File: src/rtl/w_bit_serializer.sv
// Bit-serial weight loader: takes one packed word of N column weights and pushes them
// LSB first into the N per-column 1-bit weight FIFOs, all columns in lockstep.
module w_bit_serializer #(
    parameter int unsigned N        = 2,
    parameter int unsigned MAX_PREC = 8,
    parameter int unsigned CNT_W    = 16
) (
    input  logic                  clk,
    input  logic                  rst,
    input  logic [3:0]            precision,
    input  logic                  in_valid,
    output logic                  in_ready,
    input  logic [N*MAX_PREC-1:0] w_word,
    input  logic [N-1:0]          fifo_full,
    output logic                  wr_en,
    output logic [N-1:0]          w_dout,
    output logic                  busy,
    output logic [CNT_W-1:0]      words_sent
);

    localparam int unsigned PW = $clog2(MAX_PREC + 1);
    localparam int unsigned IW = (MAX_PREC > 1) ? $clog2(MAX_PREC) : 1;

    typedef enum logic [0:0] {StIdle, StShift} state_e;

    state_e                state_q, state_d;
    logic [IW-1:0]         idx_q, idx_d;
    logic [PW-1:0]         prec_q, prec_d;
    logic [PW-1:0]         prec_in;
    logic [MAX_PREC-1:0]   slot_q [N];
    logic [MAX_PREC-1:0]   slot_d [N];
    logic [CNT_W-1:0]      cnt_q, cnt_d;
    logic                  last_bit;
    logic                  accept;

    // Zero or out-of-range precision means full width.
    always_comb begin
        prec_in = PW'(precision);
        if (precision == 4'd0 || 32'(precision) > MAX_PREC) begin
            prec_in = PW'(MAX_PREC);
        end
    end

    // One shared full check keeps every column on the same bit index.
    always_comb begin
        wr_en    = 1'b0;
        busy     = 1'b0;
        in_ready = 1'b0;
        last_bit = 1'b0;
        w_dout   = '0;
        if (!rst) begin
            busy     = (state_q == StShift);
            wr_en    = busy && (fifo_full == '0);
            last_bit = wr_en && (32'(idx_q) + 32'd1 == 32'(prec_q));
            in_ready = (state_q == StIdle) || last_bit;
            if (busy) begin
                for (int c = 0; c < N; c++) begin
                    w_dout[c] = slot_q[c][idx_q];
                end
            end
        end
    end

    assign accept     = in_valid && in_ready;
    assign words_sent = cnt_q;

    always_comb begin
        state_d = state_q;
        idx_d   = idx_q;
        prec_d  = prec_q;
        cnt_d   = cnt_q;
        for (int c = 0; c < N; c++) begin
            slot_d[c] = slot_q[c];
        end

        if (accept) begin
            state_d = StShift;
            idx_d   = '0;
            prec_d  = prec_in;
            for (int c = 0; c < N; c++) begin
                slot_d[c] = w_word[c*MAX_PREC +: MAX_PREC];
            end
        end else if (last_bit) begin
            state_d = StIdle;
            idx_d   = '0;
        end else if (wr_en) begin
            idx_d = idx_q + IW'(1);
        end

        if (last_bit) begin
            cnt_d = cnt_q + CNT_W'(1);
        end
    end

    always_ff @(posedge clk) begin
        if (rst) begin
            state_q <= StIdle;
            idx_q   <= '0;
            prec_q  <= PW'(MAX_PREC);
            cnt_q   <= '0;
            for (int c = 0; c < N; c++) begin
                slot_q[c] <= '0;
            end
        end else begin
            state_q <= state_d;
            idx_q   <= idx_d;
            prec_q  <= prec_d;
            cnt_q   <= cnt_d;
            for (int c = 0; c < N; c++) begin
                slot_q[c] <= slot_d[c];
            end
        end
    end

endmodule
File: config.mk
export PLATFORM = sky130hd
export DESIGN_NAME = w_bit_serializer
export DESIGN_NICKNAME = d
export VERILOG_FILES = /design/src/rtl/w_bit_serializer.sv
export SDC_FILE = /design/constraint.sdc
export NUM_CORES = 1
export LEC_CHECK = 0
export ABC_AREA = 0
export CELL_PAD_IN_SITES_DETAIL_PLACEMENT = 1
export CELL_PAD_IN_SITES_GLOBAL_PLACEMENT = 1
export CORE_ASPECT_RATIO = 1.2
export CORE_MARGIN = 8
export CORE_UTILIZATION = 40
export DETAILED_ROUTE_END_ITERATION = 16
export DONT_BUFFER_PORTS = 1
export PLACE_DENSITY = 0.7
export SYNTH_ARGS = -nofsm -noshare
export SYNTH_HDL_FRONTEND = slang
export SYNTH_SLANG_ARGS = --single-unit
File: constraint.sdc
create_clock -name clk -period 6.4 [get_ports clk]
set_clock_uncertainty 0.2 [all_clocks]
set_input_delay 1.28 -clock clk [delete_from_list [all_inputs] [get_ports clk]]
set_output_delay 1.28 -clock clk [all_outputs]
set_load 0.02 [all_outputs]
* Word level (Yosys, flattened, before mapping) *
Memories as Yosys holds them, arrays and structs flattened.
Cells that the tools add are included.

word-level totals
  bits in registers = 24
  bits of input ports = 25
  memories kept = 1
  RAM bits = 16
  output and inout port bits = 21
  logic and storage cells = 42

operators by class
  equal/unequal tests = 1
  reductions and logical operators = 9
  magnitude comparators = 2
  multiplexer cells = 19
  bitwise operators = 3
  add/sub/neg operators = 3

memory list
  name    depth  width  read ports  clocked after memory_dff  wr ports  RTL line  text
  slot_q  2      8      2           0                         2         30        logic [MAX_PREC-1:0] slot_q [N];

operators by type and width
  kind                     count
  $add A16 B1 Y16 const B  1
  $mux W16                 1
  $mux W8                  2
  $mux W1                  11
  $bmux W1 S3              2
  $add A3 B1 Y4 const B    1
  $eq A4 B4 Y1             1
  $gt A4 B4 Y1 const B     1
  $logic_not A4 Y1         1
  $lt A3 B4 Y1 const B     1
  $mux W2                  2
  $mux W4                  1
  $add A3 B1 Y3 const B    1
  $logic_and A1 B1 Y1      3
  $reduce_or A3 Y1         1
  $logic_not A2 Y1         1
  $logic_or A1 B1 Y1       2
  $or A1 B1 Y1             2
  $reduce_bool A2 Y1       1
  $not A1 Y1               1

* Logic depth before layout (Yosys ltp) *
Gate-level depths: netlist of run 1.

  depth in word-level cells = 8
  depth in mapped cells = 9
  gate-level depth less buffers = 6

* Worst setup path before layout of run 1 *
Ideal clock, no wire load.

  kind = input port to output port
  from = input rst
  to = output wr_en
  slack = 2586 ps
  stages on the path = 3
  data arrival time = 2334 ps
  required time = 4920 ps
  buffers on the path = 1
  cells stage by stage = clkbuf_1 > nand2b_1 > nor3_1

on the way
  word-level cells in the longest chain between the ends = 1

ends and longest elaborated chain
  what                RTL line  text
  start: declaration  9         input logic rst,
  $mux W1             51        if (!rst) begin
  end: declaration    15        output logic wr_en,

No other way between the ends.

* Worst setup path after layout of run 1 *
  from = input fifo_full[1]
  to = output in_ready

on the way
  word-level cells in the longest chain between the ends = 5

ends and longest elaborated chain
  what                 RTL line  text
  start: declaration   14        input logic [N-1:0] fifo_full,
  $logic_not A2 Y1     53        wr_en = busy && (fifo_full == '0);
  $logic_and A1 B1 Y1  53
  $logic_and A1 B1 Y1  54        last_bit = wr_en && (32'(idx_q) + 32'd1 == 32'(prec_q));
  $logic_or A1 B1 Y1   55        in_ready = (state_q == StIdle) || last_bit;
  $mux W1              51
  end: declaration     12        output logic in_ready,

No other way between the ends.

==> flow_summary.toml, run 1 <==
[worst_setup_path]
rr_worst_depth = 7
cp.arrival_ns = 2.53
cp_slowest_cell = "a21oi_1"
cp-end-kind = "output pin"
cp-start-kind = "primary input"
reg2reg_from = "idx_q[0]$_SDFFE_PP0P_"
critPathRequiredTime_ns = 4.92
cp.buffers_inverters = 0
worstSetupStartpoint = "fifo_full[1]"
crit_family = "compound AO/OA/AOI/OAI gates"
path_cells = "nor2_1 > nand4_2 > a21o_1 > a21oi_1"
crit_type = "primary input to output pin"
path_max_fanout = 8
r2r_setup_slack_ns = 3.43
rr_endpoint = "prec_q[0]$_SDFFE_PP0P_"
critPathMaxStageDelay_ns = 0.44

[grt]
grt_antenna_before_repair = 0
grt_pass1_vias = 1515
grt_max_degree = 48
grt_overflow = 0
track_usage = 0.123
grt_pass1_wl_um = 7470

[power_and_ir_drop]
p_per_area_nw_per_um2 = 238
vdd_drop_max_v = 0.000145
power.total_w = 0.000513
p_leak_nw = 0.794

[yosys]
synth_cells = 220
synth_top_area_frac = 0.402
synth.avg_cell_area_um2 = 9.07
synth.area.mux_share = 0.0841
ys_ff_latch = 40
synthAdderAreaFrac = 0.0125
yosys_warnings = 0
synth-xor-area-share = 0.0483
synthTopCellsByArea = "dfxtp_1 40%, nand3b_1 7.2%, o21ai_0 4.5%, mux4_2 4.5%, inv_1 4.1%"
ys_seq_area_frac = 0.402
synth_compound_area_frac = 0.157
yosys.area.top_type = "dfxtp_1"
synthSimpleGateAreaFrac = 0.225
syn-num-nets = 247
async_flop_share = 0
syn-cell-area_um2 = 1990
synthFlopType = "dfxtp_1"
synth-edff-count = 0
ys_types = 37
synth_top_family_by_area = "simple AND/OR/NAND/NOR gates"

[timing]
max_slew.worst_pin.slew_ns = 0.516
max_freq_mhz = 249
rsz0062_at_grt = "no"
fin_setup_tns_ns = 0
setup_viol = 0
whs_ns = 0.262
slew_violations = 0
fin_crit_sh = 0.627
max_slew_margin = 0.656
min_period_ns = 4.01
hold_viol_final = 0

[layout]
diodes = 0
final_cells = 278
nFillCells = 575
nets = 244
drive_above_1_share = 0.133
synthToLayoutAreaGrowth_pct = 7.84

[clocking]
insertion_delay_ns = 0.29
cts_buffers = 5
cts_setup_buffers = 0
cts_resized = 0
cts_root_buf = "clkbuf_8"
ctsHoldBuffers = 0
h-tree-depth = 2
cts_buffer_depth = 2
path_clk_slew_ns = 0.07
cts_tree = "yes"
clock-sinks = 40

[detailed_routing]
ant_nets = 0
wirelength_um = 4500
drc = 0
avgRoutedWirePerCell_um = 16.2
first_pass_iters = 4
viasPerCell = 5.51
drtIter0Drc = 94
vias = 1531

[floorplanning]
die_y_um = 93.4
core_um2 = 4870
ios = 46
die_area_um2 = 7510
num_rows = 28
die_w_um = 80.5
start_util = 0.410

[placement]
hpwl_um = 3230
portBuffers = 0
place.gp.congestion = 0.667
dp_cells = 270

[job]
maxCapViolCount = 0

[min_path]
hold_depth = 2
hold_path_end = "prec_q[0]$_SDFFE_PP0P_"
worstHoldStart = "prec_q[0]$_SDFFE_PP0P_"
min_path_type = "flop to flop"

[status]
status = "finished, final reports clean"
-- stage by stage --
stage	utilization	setup slack [ns]	instance area (um2)
6_report	0.442	2.39	2150
4_1_cts	0.442	2.34	2150
3_5_place_dp	0.416	2.40	2020
5_1_grt	0.442	2.16	2150
2_1_floorplan	-	2.59	1990
3_3_place_gp	0.416	2.42	2020
-- kinds of logic after synthesis --
logic type      after synthesis
fa+ha+maj                     2
flops                        40
xor+xnor                     11
mux                          11
simple gates                 76
buf+inv                      34
compound gates               46
-- flip-flops by register name, summed over array words and instances, names as in the netlist --
name,cells
slot_q,16
words_sent,16
prec_q,4
idx_q,3
state_q,1
-- worst min-delay path, cell delays in order (launching register included) --
cell and delay, ns:
dfxtp_1 0.32, nand2_1 0.05, a21oi_1 0.05
-- report_power, final --
group	switching, W	total (W)	internal [W]
Clock	0.0000858	0.000223	0.000138
Sequential	0.00000513	0.000262	0.000257
Combinational	0.0000147	0.0000274	0.0000127
-- layer usage --
metal	up-vias	wire [um]	track usage
met5	-	0	0
met3	5	324	0.0470
met4	0	38	0.0365
met1	727	2040	0.146
met2	38	2110	0.200
li1	761	-	-
-- final cells by class --
| cell class | instances | area, um2 | share of cell area |
|---|---|---|---|
| clock buffer | 7 | 96.3 | 0.0448 |
| clock inverter | 1 | 30.0 | 0.0140 |
| inverter | 22 | 82.6 | 0.0384 |
| multi-input combinational | 146 | 1050 | 0.489 |
| sequential | 40 | 801 | 0.372 |
| tap | 60 | 75.1 | 0.0349 |
| timing repair buffer | 2 | 15.0 | 0.00698 |
-- Yosys cell counts (all sizes together) (4+ instances only) --
cell type   n
nand2       4
mux2i       4
nand2b      7
o21ai      18
a31o        6
nand4       6
a21oi      12
nor2       21
clkbuf      7
mux4        4
and3        4
a211oi      5
nand3b     19
nand3       6
buf         5
dfxtp      40
inv        22
xnor2       8
-- worst max path at each step --
stage | to | cells after the start | slack [ns]
final | in_ready | 4 | 2.39
after global routing | in_ready | 5 | 2.16
after CTS | in_ready | 5 | 2.34
after detailed placement | in_ready | 4 | 2.40
after global placement | in_ready | 4 | 2.42
after floorplan | wr_en | 3 | 2.59
-- placed cells by master, fill, tap and decap left out, types with 5 or more instances in the layout --
| cell type | count |
|---|---|
| a21oi_1 | 12 |
| a31o_2 | 6 |
| clkbuf_8 | 7 |
| dfxtp_1 | 40 |
| inv_1 | 22 |
| nand2b_1 | 7 |
| nand3_1 | 5 |
| nand3b_1 | 19 |
| nor2_1 | 21 |
| o21ai_0 | 18 |
| xnor2_1 | 8 |
Note: power is estimated with default switching activity, not from simulation.
==> inputs of run 2 (changes only) <==
==> constraint.sdc (replaced) <==
create_clock -name clk -period 4.1 [get_ports clk]
set_clock_uncertainty 0.2 [all_clocks]
set_input_delay 0.82 -clock clk [delete_from_list [all_inputs] [get_ports clk]]
set_output_delay 0.82 -clock clk [all_outputs]
set_load 0.02 [all_outputs]
==> run 2 against run 1 <==
Compared with the run above: cell area shrank 1.7%; wire length decreased by 0.42%; critical path type is now flop to output pin; critical endpoint unchanged; utilization shrank 0.75 points; highest routed layer unchanged.
==> flow_summary.toml, run 2 (synthesis gave the netlist of run 1 again) <==
[worst_setup_path]
cp.buffers_inverters = 0
worstSetupStartpoint = "idx_q[0]$_SDFFE_PP0P_"
cp-end-kind = "output pin"
crit_family = "compound AO/OA/AOI/OAI gates"
crit_type = "flop to output pin"
cp_slowest_cell = "dfxtp_1"
cp.depth = 5
reg2reg_from = "idx_q[0]$_SDFFE_PP0P_"
cp-start-kind = "flop"
crit_path_end = "in_ready"
r2r_setup_slack_ns = 0.90
cp.arrival_ns = 2.57
rr_endpoint = "prec_q[0]$_SDFFE_PP0P_"
path_max_fanout = 9
path_cells = "ha_1 > xnor2_1 > nand4_2 > a21o_1 > a21oi_1"
critPathRequiredTime_ns = 3.08
rr_worst_depth = 7
critPathMaxStageDelay_ns = 0.63

[power_and_ir_drop]
power.total_w = 0.000724
p_leak_nw = 0.775
clock_power_share = 0.375
pwr-share-seq = 0.566
vdd_drop_max_v = 0.000172
p_sw_w = 0.000165
internal_power_w = 0.000558
p_comb_frac = 0.059
swShare = 0.228
p_per_area_nw_per_um2 = 342

[layout]
final_cells = 278
nFillCells = 591
nets = 244
final_cell_mix = "40 x dfxtp_1, 22 x inv_1, 21 x nor2_1"
final_common_cell = "dfxtp_1"
diodes = 0
synthToLayoutAreaGrowth_pct = 6.02
drive_above_1_share = 0.124

[timing]
fin_crit_sh = 0.874
setup_viol = 0
min_period_ns = 3.59
hold_viol_final = 0
fin_setup_tns_ns = 0
max_freq_mhz = 279
final.setup.worst_slack_ns = 0.515
max_slew_margin = 0.553
max_slew.worst_pin.slew_ns = 0.671
rsz0062_at_grt = "no"
slew_violations = 0

[status]
status = "finished, final reports clean"

[clocking]
ctsHoldBuffers = 0
path_clk_slew_ns = 0.07
insertion_delay_ns = 0.29
cts_buffer_depth = 2
cts_setup_buffers = 0
cts_tree = "yes"
cts_resized = 0
cts_root_buf = "clkbuf_8"
h-tree-depth = 2
cts_buffers = 5
clock-sinks = 40

[detailed_routing]
vias = 1487
first_pass_iters = 4
viasPerCell = 5.35
drtIter0Drc = 62
wirelength_um = 4490
avgRoutedWirePerCell_um = 16.1
ant_nets = 0
drc = 0

[placement]
dp_slack_ns = 0.846
dp_cells = 270
place.gp.congestion = 0.710
hpwl_um = 3290
portBuffers = 0

[grt]
gr-usage-met2 = 0.202
grt-busiest-layer = "met2"
grtUsageMet3 = 0.0480
grt_pass1_wl_um = 7570
grt_max_degree = 48
track_usage = 0.126
grt_pass1_vias = 1536
grt_overflow = 0
met1_usage = 0.151
grt_antenna_before_repair = 0

[job]
maxCapViolCount = 0

[floorplanning]
ios = 46
die_w_um = 80.5
core_um2 = 4870
die_y_um = 93.4
die_area_um2 = 7510
num_rows = 28
start_util = 0.410

[min_path]
min_path_type = "flop to flop"
run 2: cell types whose count changed in the layout (fill, tap and decap cells not counted), sizes merged:
| cell | delta |
|---|---|
| bufinv | -1 |
| clkbuf | +1 |
run 2: worst min-delay path, stage by stage, from the launching register on:
cell and delay [ns]:
dfxtp_1 0.33, nand2_1 0.06, a21oi_1 0.05
run 2: worst min-delay path by stage:
stage                                 startpoint                      to  cells after the start
after floorplan           prec_q[0]$_SDFFE_PP0P_  prec_q[0]$_SDFFE_PP0P_                      2
after global placement    prec_q[0]$_SDFFE_PP0P_  prec_q[0]$_SDFFE_PP0P_                      2
after detailed placement  prec_q[0]$_SDFFE_PP0P_  prec_q[0]$_SDFFE_PP0P_                      2
after CTS                 prec_q[0]$_SDFFE_PP0P_  prec_q[0]$_SDFFE_PP0P_                      2
after global routing      prec_q[0]$_SDFFE_PP0P_  prec_q[0]$_SDFFE_PP0P_                      2
final                     prec_q[0]$_SDFFE_PP0P_  prec_q[0]$_SDFFE_PP0P_                      2
run 2: area by class of cell:
class / count / area (um2) / area share
clock buffer: 8 / 90.1 / 0.0426
multi-input combinational: 146 / 1050 / 0.497
timing repair buffer: 2 / 15.0 / 0.00710
tap: 60 / 75.1 / 0.0355
sequential: 40 / 801 / 0.379
inverter: 22 / 82.6 / 0.0391
run 2: through the flow:
stage	utilization	cell area [um2]	hold WS (ns)
after global placement	0.416	2020	0.266
after CTS	0.434	2110	0.277
after detailed placement	0.416	2020	0.267
final	0.434	2110	0.273
after global routing	0.434	2110	0.323
after floorplan	-	1990	0.248
run 2: metal layers:
| metal | vias up | routed length, um |
|---|---|---|
| met2 | 38 | 2090 |
| li1 | 752 | - |
| met4 | 0 | 61 |
| met1 | 692 | 2030 |
| met5 | - | 0 |
| met3 | 5 | 308 |
run 2: power groups by stage:
stage / Combinational [W] / Sequential (W) / Clock, W
final: 0.0000428 / 0.000409 / 0.000271
after global routing: 0.0000490 / 0.000412 / 0.000298
after CTS: 0.0000437 / 0.000410 / 0.000280
after detailed placement: 0.0000435 / 0.000419 / 0
after global placement: 0.0000426 / 0.000419 / 0
after floorplan: 0.0000431 / 0.000415 / 0
==> inputs of run 3 (changes only) <==
--- a/config.mk
+++ b/config.mk
@@ -6,6 +6,7 @@
 export NUM_CORES = 1
 export LEC_CHECK = 0
 export ABC_AREA = 0
+export CAP_MARGIN = 5
 export CELL_PAD_IN_SITES_DETAIL_PLACEMENT = 1
 export CELL_PAD_IN_SITES_GLOBAL_PLACEMENT = 1
 export CORE_ASPECT_RATIO = 1.2
==> results of run 3 <==
Same layout as run 2: the final DEF is identical, and so are final timing and power.
